`src/rtl/quad_map_mc_pkg.sv`:
```
// Shared definitions for the chaotic-map blocks: controller states and
// fixed-point helpers evaluated at 64-bit precision.
package chaotic_pkg;

  typedef enum logic [1:0] {IDLE, RUN, DRAIN} state_e;

  function automatic longint one_q(input int w);
    return 64'sd1 <<< (w - 2);
  endfunction

  // Clamp a wide signed value into the range of a w-bit two's-complement word.
  function automatic longint sat_w(input longint value, input int w);
    longint hi;
    longint lo;
    hi = (64'sd1 <<< (w - 1)) - 64'sd1;
    lo = -(64'sd1 <<< (w - 1));
    if (value > hi) return hi;
    else if (value < lo) return lo;
    else return value;
  endfunction

endpackage

```
`src/rtl/quad_map_mc_dp.sv`:
```
// Three-stage datapath for x' = 1 - r*x^2 in Q2.(W-2): square, multiply,
// then subtract/saturate combinationally into the caller's output register.
module quad_map_dp
  import chaotic_pkg::*;
#(
  parameter int W   = 16,
  parameter int CHW = 2
) (
  input  logic           clk,
  input  logic           reset,
  input  logic           en,
  input  logic           in_valid,
  input  logic [CHW-1:0] in_ch,
  input  logic [W-1:0]   x,
  input  logic [W-1:0]   r,
  output logic           out_valid,
  output logic [CHW-1:0] out_ch,
  output logic [W-1:0]   y
);

  localparam int PW = W + 4;

  logic                 s1_valid_q;
  logic [CHW-1:0]       s1_ch_q;
  logic signed [W+1:0]  s1_sq_q;
  logic signed [W+1:0]  sq_d;
  logic signed [W-1:0]  s1_r_q;
  logic                 s2_valid_q;
  logic [CHW-1:0]       s2_ch_q;
  logic signed [PW-1:0] s2_p_q;
  logic signed [PW-1:0] p_d;

  // Products are formed at full width so the floor shift sees every bit.
  always_comb begin
    sq_d = (W+2)'(((2*W)'($signed(x)) * (2*W)'($signed(x))) >>> (W - 2));
    p_d  = PW'(((2*W+2)'(s1_r_q) * (2*W+2)'(s1_sq_q)) >>> (W - 2));
    y    = W'(sat_w(one_q(W) - longint'(s2_p_q), W));
  end

  always_ff @(posedge clk) begin
    if (reset) begin
      s1_valid_q <= 1'b0;
      s1_ch_q    <= '0;
      s1_sq_q    <= '0;
      s1_r_q     <= '0;
      s2_valid_q <= 1'b0;
      s2_ch_q    <= '0;
      s2_p_q     <= '0;
    end else if (en) begin
      s1_valid_q <= in_valid;
      s1_ch_q    <= in_ch;
      s1_sq_q    <= sq_d;
      s1_r_q     <= $signed(r);
      s2_valid_q <= s1_valid_q;
      s2_ch_q    <= s1_ch_q;
      s2_p_q     <= p_d;
    end
  end

  assign out_valid = s2_valid_q;
  assign out_ch    = s2_ch_q;

endmodule

```
`src/rtl/quad_map_mc.sv`:
```
// Multi-channel quadratic chaotic map iterator: round-robin issue into a shared
// 3-stage datapath, per-channel state writeback and a backpressured output stream.
module quad_map_mc
  import chaotic_pkg::*;
#(
  parameter int W   = 16,
  parameter int NCH = 4,
  parameter int CHW = (NCH > 1) ? $clog2(NCH) : 1
) (
  input  logic           clk,
  input  logic           reset,
  input  logic           seed_we,
  input  logic [CHW-1:0] seed_ch,
  input  logic [W-1:0]   seed_x,
  input  logic [W-1:0]   seed_r,
  output logic           seed_err,
  input  logic           run,
  output logic           busy,
  output logic           out_valid,
  input  logic           out_ready,
  output logic [CHW-1:0] out_ch,
  output logic [W-1:0]   out_data
);

  // At least three slots per round so a result lands before its channel reissues.
  localparam int S  = (NCH > 3) ? NCH : 3;
  localparam int SW = $clog2(S);
  localparam logic [SW-1:0] S_LAST = SW'(S - 1);
  localparam logic [SW:0]   NCH_S  = (SW+1)'(NCH);
  localparam logic [CHW:0]  NCH_C  = (CHW+1)'(NCH);

  state_e         state_q, state_d;
  logic [SW-1:0]  s_q, s_d;
  logic [1:0]     inflight_q, inflight_d;
  logic           out_valid_q, out_valid_d;
  logic [CHW-1:0] out_ch_q;
  logic [W-1:0]   out_data_q;
  logic           seed_err_q;
  logic [W-1:0]   x_q [NCH];
  logic [W-1:0]   r_q [NCH];

  logic           en, issue_slot, issue, load, seed_ok, busy_w;
  logic [CHW-1:0] issue_ch;
  logic           dp_valid;
  logic [CHW-1:0] dp_ch;
  logic [W-1:0]   dp_y;

  assign en         = !(out_valid_q && !out_ready);
  assign issue_slot = (state_q == RUN) && run && en;
  assign issue      = issue_slot && ({1'b0, s_q} < NCH_S);
  assign issue_ch   = s_q[CHW-1:0];
  assign load       = en && dp_valid;
  assign busy_w     = (state_q == RUN) || (inflight_q != 2'd0) || out_valid_q;
  assign seed_ok    = seed_we && !busy_w && ({1'b0, seed_ch} < NCH_C);

  always_ff @(posedge clk) begin
    if (reset) state_q <= IDLE;
    else       state_q <= state_d;
  end

  always_comb begin
    state_d = state_q;
    case (state_q)
      IDLE:  if (run) state_d = RUN;
      RUN:   if (!run) state_d = DRAIN;
      DRAIN: begin
        if (run) state_d = RUN;
        else if (inflight_q == 2'd0 && (!out_valid_q || out_ready)) state_d = IDLE;
      end
      default: state_d = IDLE;
    endcase
  end

  // The slot counter and in-flight count only move on cycles the pipeline advances.
  always_comb begin
    s_d = s_q;
    if (state_q == IDLE && run) s_d = '0;
    else if (issue_slot)        s_d = (s_q == S_LAST) ? '0 : s_q + SW'(1);
    inflight_d = inflight_q;
    case ({issue, load})
      2'b10:   inflight_d = inflight_q + 2'd1;
      2'b01:   inflight_d = inflight_q - 2'd1;
      default: inflight_d = inflight_q;
    endcase
    out_valid_d = load || (out_valid_q && !out_ready);
  end

  always_ff @(posedge clk) begin
    if (reset) begin
      s_q         <= '0;
      inflight_q  <= '0;
      out_valid_q <= 1'b0;
      out_ch_q    <= '0;
      out_data_q  <= '0;
      seed_err_q  <= 1'b0;
    end else begin
      s_q         <= s_d;
      inflight_q  <= inflight_d;
      out_valid_q <= out_valid_d;
      seed_err_q  <= seed_we && busy_w;
      if (load) begin
        out_ch_q   <= dp_ch;
        out_data_q <= dp_y;
      end
    end
  end

  // Seeds only land while idle, so they can never collide with a writeback.
  always_ff @(posedge clk) begin
    if (reset) begin
      for (int c = 0; c < NCH; c++) begin
        x_q[c] <= '0;
        r_q[c] <= '0;
      end
    end else begin
      if (seed_ok) begin
        x_q[seed_ch] <= seed_x;
        r_q[seed_ch] <= seed_r;
      end
      if (load) x_q[dp_ch] <= dp_y;
    end
  end

  quad_map_dp #(
    .W   (W),
    .CHW (CHW)
  ) u_dp (
    .clk       (clk),
    .reset     (reset),
    .en        (en),
    .in_valid  (issue),
    .in_ch     (issue_ch),
    .x         (x_q[issue_ch]),
    .r         (r_q[issue_ch]),
    .out_valid (dp_valid),
    .out_ch    (dp_ch),
    .y         (dp_y)
  );

  assign seed_err  = seed_err_q;
  assign busy      = busy_w;
  assign out_valid = out_valid_q;
  assign out_ch    = out_ch_q;
  assign out_data  = out_data_q;

endmodule

```
`config.mk`:
```
export PLATFORM = sky130hd
export DESIGN_NAME = quad_map_mc
export DESIGN_NICKNAME = d
export VERILOG_FILES = /design/src/rtl/quad_map_mc_pkg.sv /design/src/rtl/quad_map_mc_dp.sv /design/src/rtl/quad_map_mc.sv
export SDC_FILE = /design/constraint.sdc
export NUM_CORES = 2
export LEC_CHECK = 0
export ABC_AREA = 0
export CAP_MARGIN = 30
export CORE_ASPECT_RATIO = 0.6
export CORE_MARGIN = 2
export CORE_UTILIZATION = 29
export CTS_BUF_LIST = sky130_fd_sc_hd__clkbuf_16
export CTS_CLUSTER_SIZE = 8
export DETAILED_ROUTE_END_ITERATION = 12
export SLEW_MARGIN = 0
export SYNTH_ARGS = -nofsm -noshare
export SYNTH_HDL_FRONTEND = slang
export SYNTH_SLANG_ARGS = --single-unit
```
`constraint.sdc`:
```
create_clock -name clk -period 7.59 [get_ports clk]
set_clock_uncertainty 0.15 [all_clocks]
set_input_delay 1.518 -clock clk [delete_from_list [all_inputs] [get_ports clk]]
set_output_delay 1.518 -clock clk [all_outputs]
set_load 0.005 [all_outputs]
```
==> flow_metrics.env <==
export IMPL_status="completed"
export IMPL_area_delta_synth_final_pct=12.0
export IMPL_synth_xor_area_share_pct=1.93
export IMPL_ys_warn_count=0
export IMPL_regToRegStartpoint="u_dp.s1_r_q[14]$_SDFFE_PP0N_"
export IMPL_ys_top_cells_by_area="fa_1, edfxtp_1, inv_1, ha_1, dfxtp_1"
export IMPL_postCtsHoldBufs=0
export IMPL_swShare_pct=51.6
export IMPL_syn_inst=2963
export IMPL_r2r_end="u_dp.s2_p_q[16]$_SDFFE_PP0N_"
export IMPL_setup_violations=0
export IMPL_io_pins=60
export IMPL_netlist_area_um2=28600
export IMPL_grtUsageTotal_pct=15.8
export IMPL_wl_per_cell_um=18.1
export IMPL_synth_edf_count=128
export IMPL_grt_pass1_vias=20800
export IMPL_slew_violations=0
export IMPL_p_leak_nw=14.7
export IMPL_worst_path_stages=19
export IMPL_synth_fp_nets=3701
export IMPL_reg2regPathDepth=19
export IMPL_irDropWorstVdd_mv=0.451
export IMPL_crit_top_cell="fa_1"
export IMPL_muxShareOfSynthArea_pct=2.71
export IMPL_dieHeight_um=247
export IMPL_grt_max_degree=65
export IMPL_drc_errors=0
export IMPL_vias=20300
export IMPL_critical_path_max_fanout=13
export IMPL_clockBufferDepth=3
export IMPL_rows=89
export IMPL_yosysTopAreaCell="fa_1"
export IMPL_finalNetCount=3753
export IMPL_core_area_um2=98000
export IMPL_cts_buffers=31
export IMPL_min_period_over_period_pct=95.8
export IMPL_worstMarginPinSlew_ps=1050
export IMPL_pwr_share_clk_pct=10.2
export IMPL_viasPerCell=4.66
export IMPL_crit_arrival_ps=7570
export IMPL_synth_top_area_share_pct=36.5
export IMPL_fin_crit_ps=7270
export IMPL_cts_sinks=216
export IMPL_startpoint_type="flip-flop"
export IMPL_hold_viol=0
export IMPL_endpoint="u_dp.s2_p_q[16]$_SDFFE_PP0N_"
export IMPL_dieArea_um2=101000
export IMPL_pre_cts_slack_ps=-134
export IMPL_clk_pin_slew_ps=70
export IMPL_path_buf_inv=2
export IMPL_worst_slack_ps=322
export IMPL_postRouteAntennaNets=0
export IMPL_synthArstFlopShare_pct=0
export IMPL_io_buffers=59
export IMPL_synth_compound_area_share_pct=6.45
export IMPL_htree_levels=1
export IMPL_dpl_hpwl_um=64100
export IMPL_placed_area_um2=31100
export IMPL_grt_pass1_wl_um=125000
export IMPL_drive_gt1_share_pct=7.35
export IMPL_ys_ff_latch=216
export IMPL_min_path_type="flip-flop to flip-flop"
export IMPL_die_w_um=409
export IMPL_synthSimpleGateAreaFrac_pct=14.3
export IMPL_antenna_found_initial=2
export IMPL_synth_top_family_by_area="adder cells"
export IMPL_power_density_nw_per_um2=380
export IMPL_worstPathCellList="buf_4, nand2_1, fa_1, fa_1, fa_1, fa_1, fa_1, fa_1, inv_1, ha_1, a21oi_1, o21ai_0, a221o_1, a21o_1, o2111ai_1, a21boi_0, o21ai_0, or3b_2, a22o_1"
export IMPL_clk_insertion_delay_late_ps=570
export IMPL_clockRootBuffer="clkbuf_16"
export IMPL_synth_cell_types=71
export IMPL_combPwrFrac_pct=75.7
export IMPL_drt_iter0_markers=1927
export IMPL_reg2reg_slack_ps=320
export IMPL_final_cell_mix="inv_1, fa_1, nand2_1"
export IMPL_cp_required_ps=7890
export IMPL_drtPass1Iterations=5
export IMPL_post_cts_buffers=0
export IMPL_ys_flop_type="edfxtp_1"
export IMPL_cp_slowest_stage_delay_ps=630
export IMPL_avgSynthCellArea_um2=9.65
export IMPL_intPower_mw=5.89
export IMPL_cp_end_kind="flip-flop"
export IMPL_layout_cells_most_common="inv_1"
export IMPL_switchingPower_mw=6.28
export IMPL_cts_tree="built"
export IMPL_setup_tns_ps=0
export IMPL_synth_fa_ha_area_share_pct=44.3
export IMPL_crit_family="adder cells"
export IMPL_overflow=0
export IMPL_relSlewSlack_pct=29.9
export IMPL_pwr_share_seq_pct=14.1
export IMPL_fmax_ghz=0.138
export IMPL_drt_total_wl_um=79000
export IMPL_yosysSeqAreaShare_pct=19.6
export IMPL_place_congestion=0.916
export IMPL_start_util_pct=29.2
export IMPL_drv_cap=0
export IMPL_fin_area_um2=32000
export IMPL_critPathLaunch="u_dp.s1_r_q[14]$_SDFFE_PP0N_"
export IMPL_path_class="flip-flop to flip-flop"
export IMPL_ctsResizeCount=1
export IMPL_slowest_stage="dfxtp_1"
[per-stage QoR]
stage | util [%] | total power [mW] | std cells | hold WS, ps
after detailed placement | 31.7 | 10.6 | 4301 | 296
final | 32.7 | 12.2 | 4356 | 302
after floorplan | - | 7.87 | 2963 | 282
after global placement | 31.7 | 10.6 | 4299 | 289
after global routing | 32.7 | 13.4 | 4355 | 331
after CTS | 32.6 | 12.0 | 4355 | 301
[state kept, by name, indices dropped and copies added, names as in the netlist, named ones only]
name and count:
u_dp.s1_sq_q 18, x_q 64, out_data 16, u_dp.s1_valid_q 1
out_valid 1, seed_err 1, issue_ch 2, state_q 2
u_dp.s2_p_q 20, u_dp.out_valid 1, u_dp.s1_ch_q 2, u_dp.out_ch 2
u_dp.s1_r_q 16, out_ch 2, inflight_q 2, r_q 64
[layout make-up]
cell class,count,area [µm²]
fill,10100,66000
multi-input combinational,1936,20000
sequential,216,5630
tap,1319,1650
inverter,673,2530
antenna,1,2.50
clock buffer,31,776
clock inverter,23,91.3
timing repair buffer,157,1350
[tightest hold or removal path, cell delays in order, from the launching register on]
cell and delay, ps:
dfxtp_1 300, nand2_1 50, a21oi_1 50
[power groups by stage]
stage                     logic [mW]  registers, mW  clock network (mW)
after floorplan                 6.35           1.52                   0
after global routing            10.3           1.72                1.32
final                           9.21           1.71                1.25
after CTS                       9.06           1.69                1.26
after detailed placement        8.88           1.71                   0
after global placement          8.90           1.71                   0
[synth_stat cells, types with 8 or more instances]
| library cell | count |
|---|---|
| nand2_1 | 347 |
| ha_1 | 178 |
| nand3_1 | 40 |
| mux4_2 | 23 |
| o21ai_0 | 89 |
| a21oi_2 | 8 |
| o21ai_1 | 8 |
| a211oi_1 | 18 |
| or3_1 | 19 |
| and2_1 | 211 |
| mux2i_1 | 12 |
| mux2_2 | 12 |
| dfxtp_1 | 88 |
| a21oi_1 | 82 |
| nand2b_1 | 17 |
| fa_1 | 521 |
| nor2_1 | 96 |
| inv_1 | 673 |
| clkbuf_1 | 123 |
| nor3_1 | 18 |
| nand4_1 | 38 |
| buf_1 | 10 |
| xor2_1 | 15 |
| a21o_1 | 15 |
| xnor2_1 | 48 |
| edfxtp_1 | 128 |
[worst min path at each step]
| stage | start | endpoint | slack, ps | cells past startpoint |
|---|---|---|---|---|
| 3_3_place_gp | u_dp.s1_ch_q[1]$_SDFFE_PP0N_ | u_dp.s1_ch_q[1]$_SDFFE_PP0N_ | 290 | 2 |
| 2_1_floorplan | u_dp.s1_ch_q[0]$_SDFFE_PP0N_ | u_dp.s1_ch_q[0]$_SDFFE_PP0N_ | 280 | 2 |
| 4_1_cts | u_dp.s1_ch_q[1]$_SDFFE_PP0N_ | u_dp.s1_ch_q[1]$_SDFFE_PP0N_ | 300 | 2 |
| 5_1_grt | u_dp.s1_ch_q[0]$_SDFFE_PP0N_ | u_dp.s1_ch_q[0]$_SDFFE_PP0N_ | 330 | 2 |
| 3_5_place_dp | u_dp.s1_ch_q[1]$_SDFFE_PP0N_ | u_dp.s1_ch_q[1]$_SDFFE_PP0N_ | 300 | 2 |
| 6_report | u_dp.s1_ch_q[1]$_SDFFE_PP0N_ | u_dp.s1_ch_q[1]$_SDFFE_PP0N_ | 300 | 2 |
[cell families (layout without fill, tap and decap cells)]
group | after synthesis | count (layout)
adder cells (fa/ha/maj) | 700 | 700
XOR/XNOR | 63 | 63
buffers and inverters | 811 | 884
AO/OA/AOI/OAI | 292 | 292
flip-flops | 216 | 216
other | 0 | 1
AND/OR/NAND/NOR | 834 | 834
multiplexers | 47 | 47
[per-layer routing]
metal	vias to the layer above	global-route usage [%]	routed length [µm]	part of all wire, %
met5	-	0	25	0.032
met4	4	1.43	558	0.71
met3	47	4.94	9450	12
met2	858	20.1	28800	37
met1	10100	25.9	40100	51
li1	9245	-	-	-
(Power assumes the default switching activity.)
